### src/rtl/cache_mem_arbiter_pkg.sv
// Shared word/RAM-state types, arbiter FSM states and the load word returned on a failed read.
package cache_mem_arbiter_pkg;

  localparam int WORD_W        = 32;
  localparam int MAX_RETRY_DEF = 3;
  localparam int TIMEOUT_DEF   = 64;

  typedef logic [WORD_W-1:0] word_t;

  typedef enum logic [1:0] {
    FREE   = 2'd0,
    BUSY   = 2'd1,
    ACCESS = 2'd2,
    ERROR  = 2'd3
  } ramstate_t;

  typedef enum logic [2:0] {
    IDLE   = 3'd0,
    D_XFER = 3'd1,
    I_XFER = 3'd2,
    RETRY  = 3'd3,
    GAP    = 3'd4
  } memarb_state_t;

  localparam word_t ERR_WORD = 32'hBAD1BAD1;

endpackage

### src/rtl/cache_mem_arbiter_if.sv
// Cache/RAM handshake bundle: dcache + icache request side and the single RAM port.
interface cache_mem_arbiter_if;
  import cache_mem_arbiter_pkg::*;

  logic      dREN, dWEN, dwait;
  word_t     daddr, dstore, dload;
  logic      iREN, iwait;
  word_t     iaddr, iload;
  logic      ramREN, ramWEN;
  word_t     ramaddr, ramstore, ramload;
  ramstate_t ramstate;
  logic      ram_err, busy;

  modport slave (
    input  dREN, dWEN, daddr, dstore, iREN, iaddr, ramload, ramstate,
    output dwait, dload, iwait, iload, ramREN, ramWEN, ramaddr, ramstore, ram_err, busy
  );

  modport master (
    output dREN, dWEN, daddr, dstore, iREN, iaddr, ramload, ramstate,
    input  dwait, dload, iwait, iload, ramREN, ramWEN, ramaddr, ramstore, ram_err, busy
  );

endinterface

### src/rtl/cache_mem_arbiter_retry_timer.sv
// Per-request timeout and retry counters; fault decision is combinational in the faulting cycle.
// No backpressure: retry_o/give_up_o are single-cycle pulses, counters cleared while clear_i is high.
module cache_mem_arbiter_retry_timer #(
  parameter int MAX_RETRY = 3,
  parameter int TIMEOUT   = 64
) (
  input  logic CLK,
  input  logic nRST,
  input  logic clear_i,
  input  logic active_i,
  input  logic access_i,
  input  logic error_i,
  output logic retry_o,
  output logic give_up_o
);

  localparam int TW = $clog2(TIMEOUT + 1);
  localparam int RW = $clog2(MAX_RETRY + 2);
  localparam logic [TW-1:0] TMO_LAST  = TW'(TIMEOUT - 1);
  localparam logic [RW-1:0] RETRY_MAX = RW'(MAX_RETRY);

  logic [TW-1:0] tmo_q;
  logic [RW-1:0] retry_q;
  logic          fault;

  // The TIMEOUT-th transfer cycle without ACCESS counts like an ERROR response.
  assign fault     = active_i && !access_i && (error_i || (tmo_q == TMO_LAST));
  assign retry_o   = fault && (retry_q < RETRY_MAX);
  assign give_up_o = fault && !(retry_q < RETRY_MAX);

  always_ff @(posedge CLK or negedge nRST) begin
    if (!nRST) begin
      tmo_q   <= '0;
      retry_q <= '0;
    end else if (clear_i) begin
      tmo_q   <= '0;
      retry_q <= '0;
    end else if (fault) begin
      tmo_q <= '0;
      if (retry_q != '1) retry_q <= retry_q + 1'b1;
    end else if (active_i && (tmo_q != TMO_LAST)) begin
      tmo_q <= tmo_q + 1'b1;
    end
  end

endmodule

### src/rtl/cache_mem_arbiter.sv
// Serves dcache (priority) and icache word requests on one RAM port; completion = 1 cycle + RAM latency.
// Requesters are held off by dwait/iwait; one GAP cycle after each completion absorbs stale requests.
module cache_mem_arbiter
  import cache_mem_arbiter_pkg::*;
#(
  parameter int MAX_RETRY = MAX_RETRY_DEF,
  parameter int TIMEOUT   = TIMEOUT_DEF
) (
  input logic                 CLK,
  input logic                 nRST,
  cache_mem_arbiter_if.slave  bus
);

  memarb_state_t state_q;
  logic          is_d_q, wr_q, ren_q, wen_q, err_q, busy_q;
  word_t         addr_q, store_q;

  logic  xfer, access, retry, give_up, complete, d_done, i_done;
  word_t load_val;

  assign xfer     = (state_q == D_XFER) || (state_q == I_XFER);
  assign access   = xfer && (bus.ramstate == ACCESS);
  assign complete = access || give_up;
  assign d_done   = complete && (state_q == D_XFER);
  assign i_done   = complete && (state_q == I_XFER);
  // A failed write simply reports completion; only reads carry the error marker.
  assign load_val = give_up ? (wr_q ? '0 : ERR_WORD) : bus.ramload;

  assign bus.dwait    = !d_done;
  assign bus.iwait    = !i_done;
  assign bus.dload    = d_done ? load_val : '0;
  assign bus.iload    = i_done ? load_val : '0;
  assign bus.ramREN   = ren_q;
  assign bus.ramWEN   = wen_q;
  assign bus.ramaddr  = addr_q;
  assign bus.ramstore = store_q;
  assign bus.ram_err  = err_q;
  assign bus.busy     = busy_q;

  cache_mem_arbiter_retry_timer #(
    .MAX_RETRY (MAX_RETRY),
    .TIMEOUT   (TIMEOUT)
  ) u_timer (
    .CLK       (CLK),
    .nRST      (nRST),
    .clear_i   (state_q == IDLE),
    .active_i  (xfer),
    .access_i  (access),
    .error_i   (bus.ramstate == ERROR),
    .retry_o   (retry),
    .give_up_o (give_up)
  );

  always_ff @(posedge CLK or negedge nRST) begin
    if (!nRST) begin
      state_q <= IDLE;
      is_d_q  <= 1'b0;
      wr_q    <= 1'b0;
      ren_q   <= 1'b0;
      wen_q   <= 1'b0;
      addr_q  <= '0;
      store_q <= '0;
      err_q   <= 1'b0;
      busy_q  <= 1'b0;
    end else begin
      case (state_q)
        IDLE: begin
          if (bus.dREN || bus.dWEN) begin
            state_q <= D_XFER;
            is_d_q  <= 1'b1;
            wr_q    <= bus.dWEN;
            ren_q   <= !bus.dWEN;
            wen_q   <= bus.dWEN;
            addr_q  <= bus.daddr;
            store_q <= bus.dstore;
            busy_q  <= 1'b1;
          end else if (bus.iREN) begin
            state_q <= I_XFER;
            is_d_q  <= 1'b0;
            wr_q    <= 1'b0;
            ren_q   <= 1'b1;
            wen_q   <= 1'b0;
            addr_q  <= bus.iaddr;
            busy_q  <= 1'b1;
          end
        end
        D_XFER, I_XFER: begin
          if (complete) begin
            state_q <= GAP;
            ren_q   <= 1'b0;
            wen_q   <= 1'b0;
            if (give_up) err_q <= 1'b1;
          end else if (retry) begin
            state_q <= RETRY;
            ren_q   <= 1'b0;
            wen_q   <= 1'b0;
          end
        end
        RETRY: begin
          state_q <= is_d_q ? D_XFER : I_XFER;
          ren_q   <= !wr_q;
          wen_q   <= wr_q;
        end
        GAP: begin
          state_q <= IDLE;
          busy_q  <= 1'b0;
        end
        default: begin
          state_q <= IDLE;
          ren_q   <= 1'b0;
          wen_q   <= 1'b0;
          busy_q  <= 1'b0;
        end
      endcase
    end
  end

endmodule
### src/flat_wrapper.sv
// flat-port wrapper written by rule: the top's interface ports become plain ports
module cache_mem_arbiter_flat import cache_mem_arbiter_pkg::*;
#(
  parameter int MAX_RETRY = MAX_RETRY_DEF,
  parameter int TIMEOUT   = TIMEOUT_DEF
)
  (CLK, nRST, bus_dREN, bus_dWEN, bus_daddr, bus_dstore, bus_iREN, bus_iaddr, bus_ramload, bus_ramstate, bus_dwait, bus_dload, bus_iwait, bus_iload, bus_ramREN, bus_ramWEN, bus_ramaddr, bus_ramstore, bus_ram_err, bus_busy);
  cache_mem_arbiter_if bus_i ();
  input logic CLK;
  input logic nRST;
  input wire logic [$bits(bus_i.dREN)-1:0] bus_dREN;
  input wire logic [$bits(bus_i.dWEN)-1:0] bus_dWEN;
  input wire logic [$bits(bus_i.daddr)-1:0] bus_daddr;
  input wire logic [$bits(bus_i.dstore)-1:0] bus_dstore;
  input wire logic [$bits(bus_i.iREN)-1:0] bus_iREN;
  input wire logic [$bits(bus_i.iaddr)-1:0] bus_iaddr;
  input wire logic [$bits(bus_i.ramload)-1:0] bus_ramload;
  input wire logic [$bits(bus_i.ramstate)-1:0] bus_ramstate;
  output wire logic [$bits(bus_i.dwait)-1:0] bus_dwait;
  output wire logic [$bits(bus_i.dload)-1:0] bus_dload;
  output wire logic [$bits(bus_i.iwait)-1:0] bus_iwait;
  output wire logic [$bits(bus_i.iload)-1:0] bus_iload;
  output wire logic [$bits(bus_i.ramREN)-1:0] bus_ramREN;
  output wire logic [$bits(bus_i.ramWEN)-1:0] bus_ramWEN;
  output wire logic [$bits(bus_i.ramaddr)-1:0] bus_ramaddr;
  output wire logic [$bits(bus_i.ramstore)-1:0] bus_ramstore;
  output wire logic [$bits(bus_i.ram_err)-1:0] bus_ram_err;
  output wire logic [$bits(bus_i.busy)-1:0] bus_busy;
  assign bus_i.dREN = bus_dREN;
  assign bus_i.dWEN = bus_dWEN;
  assign bus_i.daddr = bus_daddr;
  assign bus_i.dstore = bus_dstore;
  assign bus_i.iREN = bus_iREN;
  assign bus_i.iaddr = bus_iaddr;
  assign bus_i.ramload = bus_ramload;
  assign bus_i.ramstate = bus_ramstate;
  assign bus_dwait = bus_i.dwait;
  assign bus_dload = bus_i.dload;
  assign bus_iwait = bus_i.iwait;
  assign bus_iload = bus_i.iload;
  assign bus_ramREN = bus_i.ramREN;
  assign bus_ramWEN = bus_i.ramWEN;
  assign bus_ramaddr = bus_i.ramaddr;
  assign bus_ramstore = bus_i.ramstore;
  assign bus_ram_err = bus_i.ram_err;
  assign bus_busy = bus_i.busy;
  cache_mem_arbiter #(.MAX_RETRY(MAX_RETRY), .TIMEOUT(TIMEOUT)) u_core (.CLK(CLK), .nRST(nRST), .bus(bus_i));
endmodule
### config.mk
export PLATFORM = sky130hd
export DESIGN_NAME = cache_mem_arbiter_flat
export DESIGN_NICKNAME = d
export VERILOG_FILES = /design/src/rtl/cache_mem_arbiter_pkg.sv /design/src/rtl/cache_mem_arbiter_if.sv /design/src/rtl/cache_mem_arbiter_retry_timer.sv /design/src/rtl/cache_mem_arbiter.sv /design/src/flat_wrapper.sv
export SDC_FILE = /design/constraint.sdc
export NUM_CORES = 1
export LEC_CHECK = 0
export CAP_MARGIN = 10
export CORE_ASPECT_RATIO = 2
export CORE_MARGIN = 2
export CORE_UTILIZATION = 30
export DETAILED_ROUTE_END_ITERATION = 7
export GPL_ROUTABILITY_DRIVEN = 1
export GPL_TIMING_DRIVEN = 0
export PLACE_DENSITY_LB_ADDON = 0.08
export SYNTH_ARGS = -nofsm -noshare
export SYNTH_HDL_FRONTEND = slang
export SYNTH_SLANG_ARGS = --single-unit
### constraint.sdc
create_clock -name CLK -period 4.55 [get_ports CLK]
set_input_delay 1.365 -clock CLK [delete_from_list [all_inputs] [get_ports CLK]]
set_output_delay 1.365 -clock CLK [all_outputs]
set_load 0.05 [all_outputs]
-- Word-level counts from Yosys, hierarchy flattened
Cells that the tools add are included.
- logic and storage cells: 88
- bits in registers: 83
- multiplexer cells: 29
- reduce and logical (&&, ||, !) cells: 32
- magnitude comparators: 1
- bitwise operators: 2
- add/subtract/negate cells: 2
- eq/ne operators: 11
- operator list (operator ; number):
    $mux 32 ; 6
    $mux 3 ; 7
    $mux 7 ; 3
    $reduce_and 2->1 ; 5
    $pmux 3 s3 ; 1
    $logic_and 1x1->1 ; 8
    $mux 1 ; 8
    $pmux 1 s4 ; 2
    $add 7x1->7 const B ; 1
    $eq 7x6->1 const B ; 1
    $ne 7x6->1 const B ; 1
    $eq 3x2->1 const B ; 2
    $logic_not 1->1 ; 6
    $reduce_and 3->1 ; 2
    $reduce_bool 2->1 ; 3
    $eq 2x2->1 const B ; 2
    $logic_or 1x1->1 ; 4
    $add 3x1->3 const B ; 1
    $eq 3x1->1 const B ; 1
    $eq 3x3->1 const B ; 1
    $logic_not 3->1 ; 1
    $lt 3x2->1 const B ; 1
    $ne 3x1->1 const B ; 1
    $ne 3x2->1 const B ; 1
    7 further kinds ; 8

-- Longest topological paths before layout
- depth in word-level cells: 10
- gate-level depth with buffers: 9
- gate-level depth less buffers: 6

-- Modules after synthesis
Synthesis repeated with hierarchy kept, for this count alone.
- cells, all modules: 433
- area total of the unflattened synthesis: 4326.6 um^2
- modules (own cells, without submodules) (module ; instances ; area an instance (um^2) ; cells each):
    cache_mem_arbiter ; 1 ; 3754.9 ; 376
    cache_mem_arbiter_retry_timer ; 1 ; 571.8 ; 57

-- Worst setup path after synthesis
OpenSTA, ideal clock, no wires.
- path type: input -> output
- start point: input bus_ramstate[1]
- end point: output bus_iload[15]
- arrival time: 3.065 ns
- setup slack: 0.120 ns
- data required time: 3.185 ns
- cell stages on the path: 5
- buffers on the path: 1
- cell sequence: o31a_1 > nor4_4 > buf_4 > a21oi_2 > nor2_1
- word-level cells in the longest chain between the ends: 9
- elaborated cells on any way between the ends: 12
- those cells by class: eq/ne (2); mux (2); reduce/logical (8)
- RTL lines (item ; RTL line ; source):
    from (decl) ; flat_wrapper.sv:18 ; input wire logic [$bits(bus_i.ramstate)-1:0] bus_ramstate;
    $eq 2x2->1 ; cache_mem_arbiter.sv:22 ; assign access = xfer && (bus.ramstate == ACCESS);
    $logic_and 1x1->1 ; cache_mem_arbiter.sv:22 ;
    $logic_not 1->1 ; cache_mem_arbiter_retry_timer.sv:27 ; assign fault = active_i && !access_i && (error_i || (tmo_q == TMO_LAST));
    $logic_and 1x1->1 (2 in series) ; cache_mem_arbiter_retry_timer.sv:27 ;
    $logic_and 1x1->1 ; cache_mem_arbiter_retry_timer.sv:29 ; assign give_up_o = fault && !(retry_q < RETRY_MAX);
    $logic_or 1x1->1 ; cache_mem_arbiter.sv:23 ; assign complete = access || give_up;
    $logic_and 1x1->1 ; cache_mem_arbiter.sv:25 ; assign i_done = complete && (state_q == I_XFER);
    $mux 32 (*) ; cache_mem_arbiter.sv:32 ; assign bus.iload = i_done ? load_val : '0;
    to (decl) ; flat_wrapper.sv:22 ; output wire logic [$bits(bus_i.iload)-1:0] bus_iload;
Mark *: on every way between the ends. The rest lies on a longest branch, timed or not.

-- Final worst setup path
- start point: input bus_ramstate[1]
- end point: output bus_dload[29]
- word-level cells in the longest chain between the ends: 9
- elaborated cells on any way between the ends: 12
- those cells by class: eq/ne (2); mux (2); reduce/logical (8)
- RTL lines (item ; RTL line ; source):
    $eq 2x2->1 ; cache_mem_arbiter.sv:22 ;
    $logic_and 1x1->1 ; cache_mem_arbiter.sv:22 ;
    $logic_not 1->1 ; cache_mem_arbiter_retry_timer.sv:27 ;
    $logic_and 1x1->1 (2 in series) ; cache_mem_arbiter_retry_timer.sv:27 ;
    $logic_and 1x1->1 ; cache_mem_arbiter_retry_timer.sv:29 ;
    $logic_or 1x1->1 ; cache_mem_arbiter.sv:23 ;
    $logic_and 1x1->1 ; cache_mem_arbiter.sv:24 ; assign d_done = complete && (state_q == D_XFER);
    $mux 32 (*) ; cache_mem_arbiter.sv:31 ; assign bus.dload = d_done ? load_val : '0;
    to (decl) ; flat_wrapper.sv:20 ; output wire logic [$bits(bus_i.dload)-1:0] bus_dload;
Marked as above.

==> results.toml <==
[status]
status = "finished clean"

[route]
antenna_left = 0
drc = 0
wirelength_um = 12900
via_per_inst = 4.62
wl_per_cell_um = 15.2
num_vias = 3938
drtIter0Drc = 97
drt-pass1-iter-count = 4

[clock_tree]
cts_hold_buf = 0
cts_root_buf = "clkbuf_16"
cts_max_path_buffers = 2
cts_tree = "done"
clkTransAtPathRegs_ns = 0.06
clock-sinks = 83
clk_latency_ns = 0.34
numCtsBuffers = 9
h-tree-depth = 3

[cells_and_area]
ff_latch_area_um2 = 2080
syn2layout_area_growth_pct = 72.9
fillCellCount = 1305
utilization_pct = 52.6
finalNonFillerCells = 852
multi_input_area_um2 = 1960
antenna_cells = 0
nets = 828
design_area_um2 = 7220
final_layout_size_suffix_gt1_share_pct = 20.1

[yosys]
synth_cell_types = 39
yosysSeqAreaShare_pct = 49.7
syn-num-nets = 544
yosysWarnings = 0
avgSynthCellArea_um2 = 10.3
ys_ff_latch = 83
syn_area_um2 = 4180
synth_cells = 406

[power]
p_leak_nw = 3.25
powerDensity_nw_per_um2 = 686
ir_drop_uv = 393

[timing]
fin_skew_ns = 0.00900
max_freq_ghz = 0.225
fin_hold_ws_ns = 0.462
setup_tns_ns = 0
relSlewSlack_pct = 39.9
maxSlewViolCount = 0
rsz0062_at_grt = "no"
worst_pin_slew_ns = 0.896
hold_violations = 0
setup_viol = 0
finalCritPeriodShare_pct = 97.5
min_period_ns = 4.44

[grt]
antenna_found_initial = 0
grt_max_degree = 62
grt_usage_pct = 16.8
grt-ovfl-total = 0
grt_pass1_wl_um = 19900
grt_pass1_vias = 3843

[die]
die_h_um = 171
core-area_um2 = 13700
dieWidth_um = 87.4
rows = 61
ios = 269
dieArea_um2 = 14900
start_util_pct = 30.4

[worst_setup_path]
path_class = "in2out"
rr_startpoint = "u_core.u_timer.tmo_q[0]"
cp-start-kind = "input pin"
r2r_slack_ns = 2.25
worst_ep_required_time_ns = 3.18
cp_max_fo = 10
worstPathArrival_ns = 3.07
crit_start = "bus_ramstate[1]"
setup.worst_path.end_class = "primary output"

[placed_design]
dp_cells = 832
dpl.hpwl_um = 10000
port_buffers = 268
dpl_cell_area_um2 = 7080
gp_congestion = 0.769

[job]
cap_violations = 0

[worst_hold_path]
hold_start = "u_core.bus.ram_err"
hold_class = "reg2reg"
-- placed cells by master, fill, tap and decap left out, drive strengths merged, types with 8 or more instances in the layout --
cell type	Yosys	layout
clkdlybuf4s50	0	199
dfrtp	83	83
buf	14	67
nor2	54	54
nand2	42	42
o21ai	36	36
mux2i	35	35
mux2	32	32
and2	28	28
clkbuf	13	24
a21oi	21	21
clkdlybuf4s15	0	12
dlygate4sd2	0	8
-- layer usage --
| layer | routed length [µm] | up-vias | GRT usage, % |
|---|---|---|---|
| met2 | 6470 | 139 | 27.6 |
| met5 | 0 | - | 0 |
| met4 | 189 | 0 | 5.62 |
| li1 | - | 1946 | - |
| met3 | 856 | 13 | 4.34 |
| met1 | 5430 | 1840 | 21.3 |
-- power by group --
part,total [W],switching (W),internal [W]
Clock,0.000730,0.000301,0.000429
Sequential,0.00125,0.000171,0.00108
Combinational,0.00298,0.00193,0.00105
-- worst paths after layout --
check,end,cells past startpoint
min in group asynchronous,u_core.bus.ramaddr[15],1
hold reg to reg,u_core.bus.ram_err,1
hold / removal,u_core.bus.ram_err,1
setup / recovery,bus_dload[29],8
max in group asynchronous,u_core.bus.ramstore[28],2
setup reg to reg,u_core.bus.ramREN,6
-- stage by stage --
step	power (W)	setup WS [ns]
global placement	0.00426	-1.07
CTS	0.00502	0.000891
finish	0.00496	0.114
global route	0.00522	0.0566
detailed placement	0.00429	-0.825
floorplan	0.00323	0.120
-- Yosys cell counts (all sizes together) --
master  instances  area, µm²
inv             3       11.3
clkbuf         13       48.8
nand3           3       15.0
xor2            4       35.0
nor3            3       20.0
a22o            6       52.6
o22ai           2       12.5
nand2b          1       6.26
or3             2       17.5
buf            14       86.3
and3            3       18.8
a21o            1       7.51
mux2i          35        350
o21ai          36        180
o31a            1       8.76
nand3b          1       7.51
nor3b           2       15.0
nand4           1       6.26
a221o           2       20.0
dfrtp          83       2080
or2             2       12.5
nand2          42        158
a21oi          21        143
and3b           1       8.76
nor4            1       21.3
nor2b           2       27.5
xnor2           3       26.3
mux2           32        360
and2           28        175
ha              3       37.5
a211oi          1       7.51
nor2           54        203
-- sequential cells by signal (all words and copies together) (netlist names), 3 cells and up --
name / cells
u_core.bus.ramaddr: 32
u_core.bus.ramstore: 32
u_core.state_q: 3
u_core.u_timer.retry_q: 3
u_core.u_timer.tmo_q: 7
-- critical path, stage by stage --
cell and delay [ns]:
dlygate4sd2_1 0.27, o31a_1 0.29, or3_4 0.39, buf_6 0.15, buf_6 0.16, a21oi_2 0.18, nor2_1 0.05, buf_2 0.21
-- cell type report --
type	count	area share [%]
Multi-Input combinational cell	293	27.1
Timing Repair Buffer	273	35.2
Inverter	3	0.156
Clock inverter	5	0.866
Buffer	27	1.91
Clock buffer	11	3.22
Tap cell	157	2.72
Sequential cell	83	28.8
-- repair_timing --
item,CTS,global route
setup endpoints to repair,66,59
hold endpoints to repair,0,0
pin swaps,2,0
setup buffers,4,0
resized for setup,290,11
-- cell families (layout without fill, tap and decap cells) --
kind of cell | Yosys count | count (layout) | synth area share (%)
AO/OA/AOI/OAI | 70 | 70 | 10.3
XOR/XNOR | 7 | 7 | 1.47
adder cells (fa/ha/maj) | 3 | 3 | 0.899
buffers and inverters | 30 | 319 | 3.51
flip-flops | 83 | 83 | 49.7
multiplexers | 67 | 67 | 17.0
AND/OR/NAND/NOR | 146 | 146 | 17.0
Power figures use the tool's default switching activity.
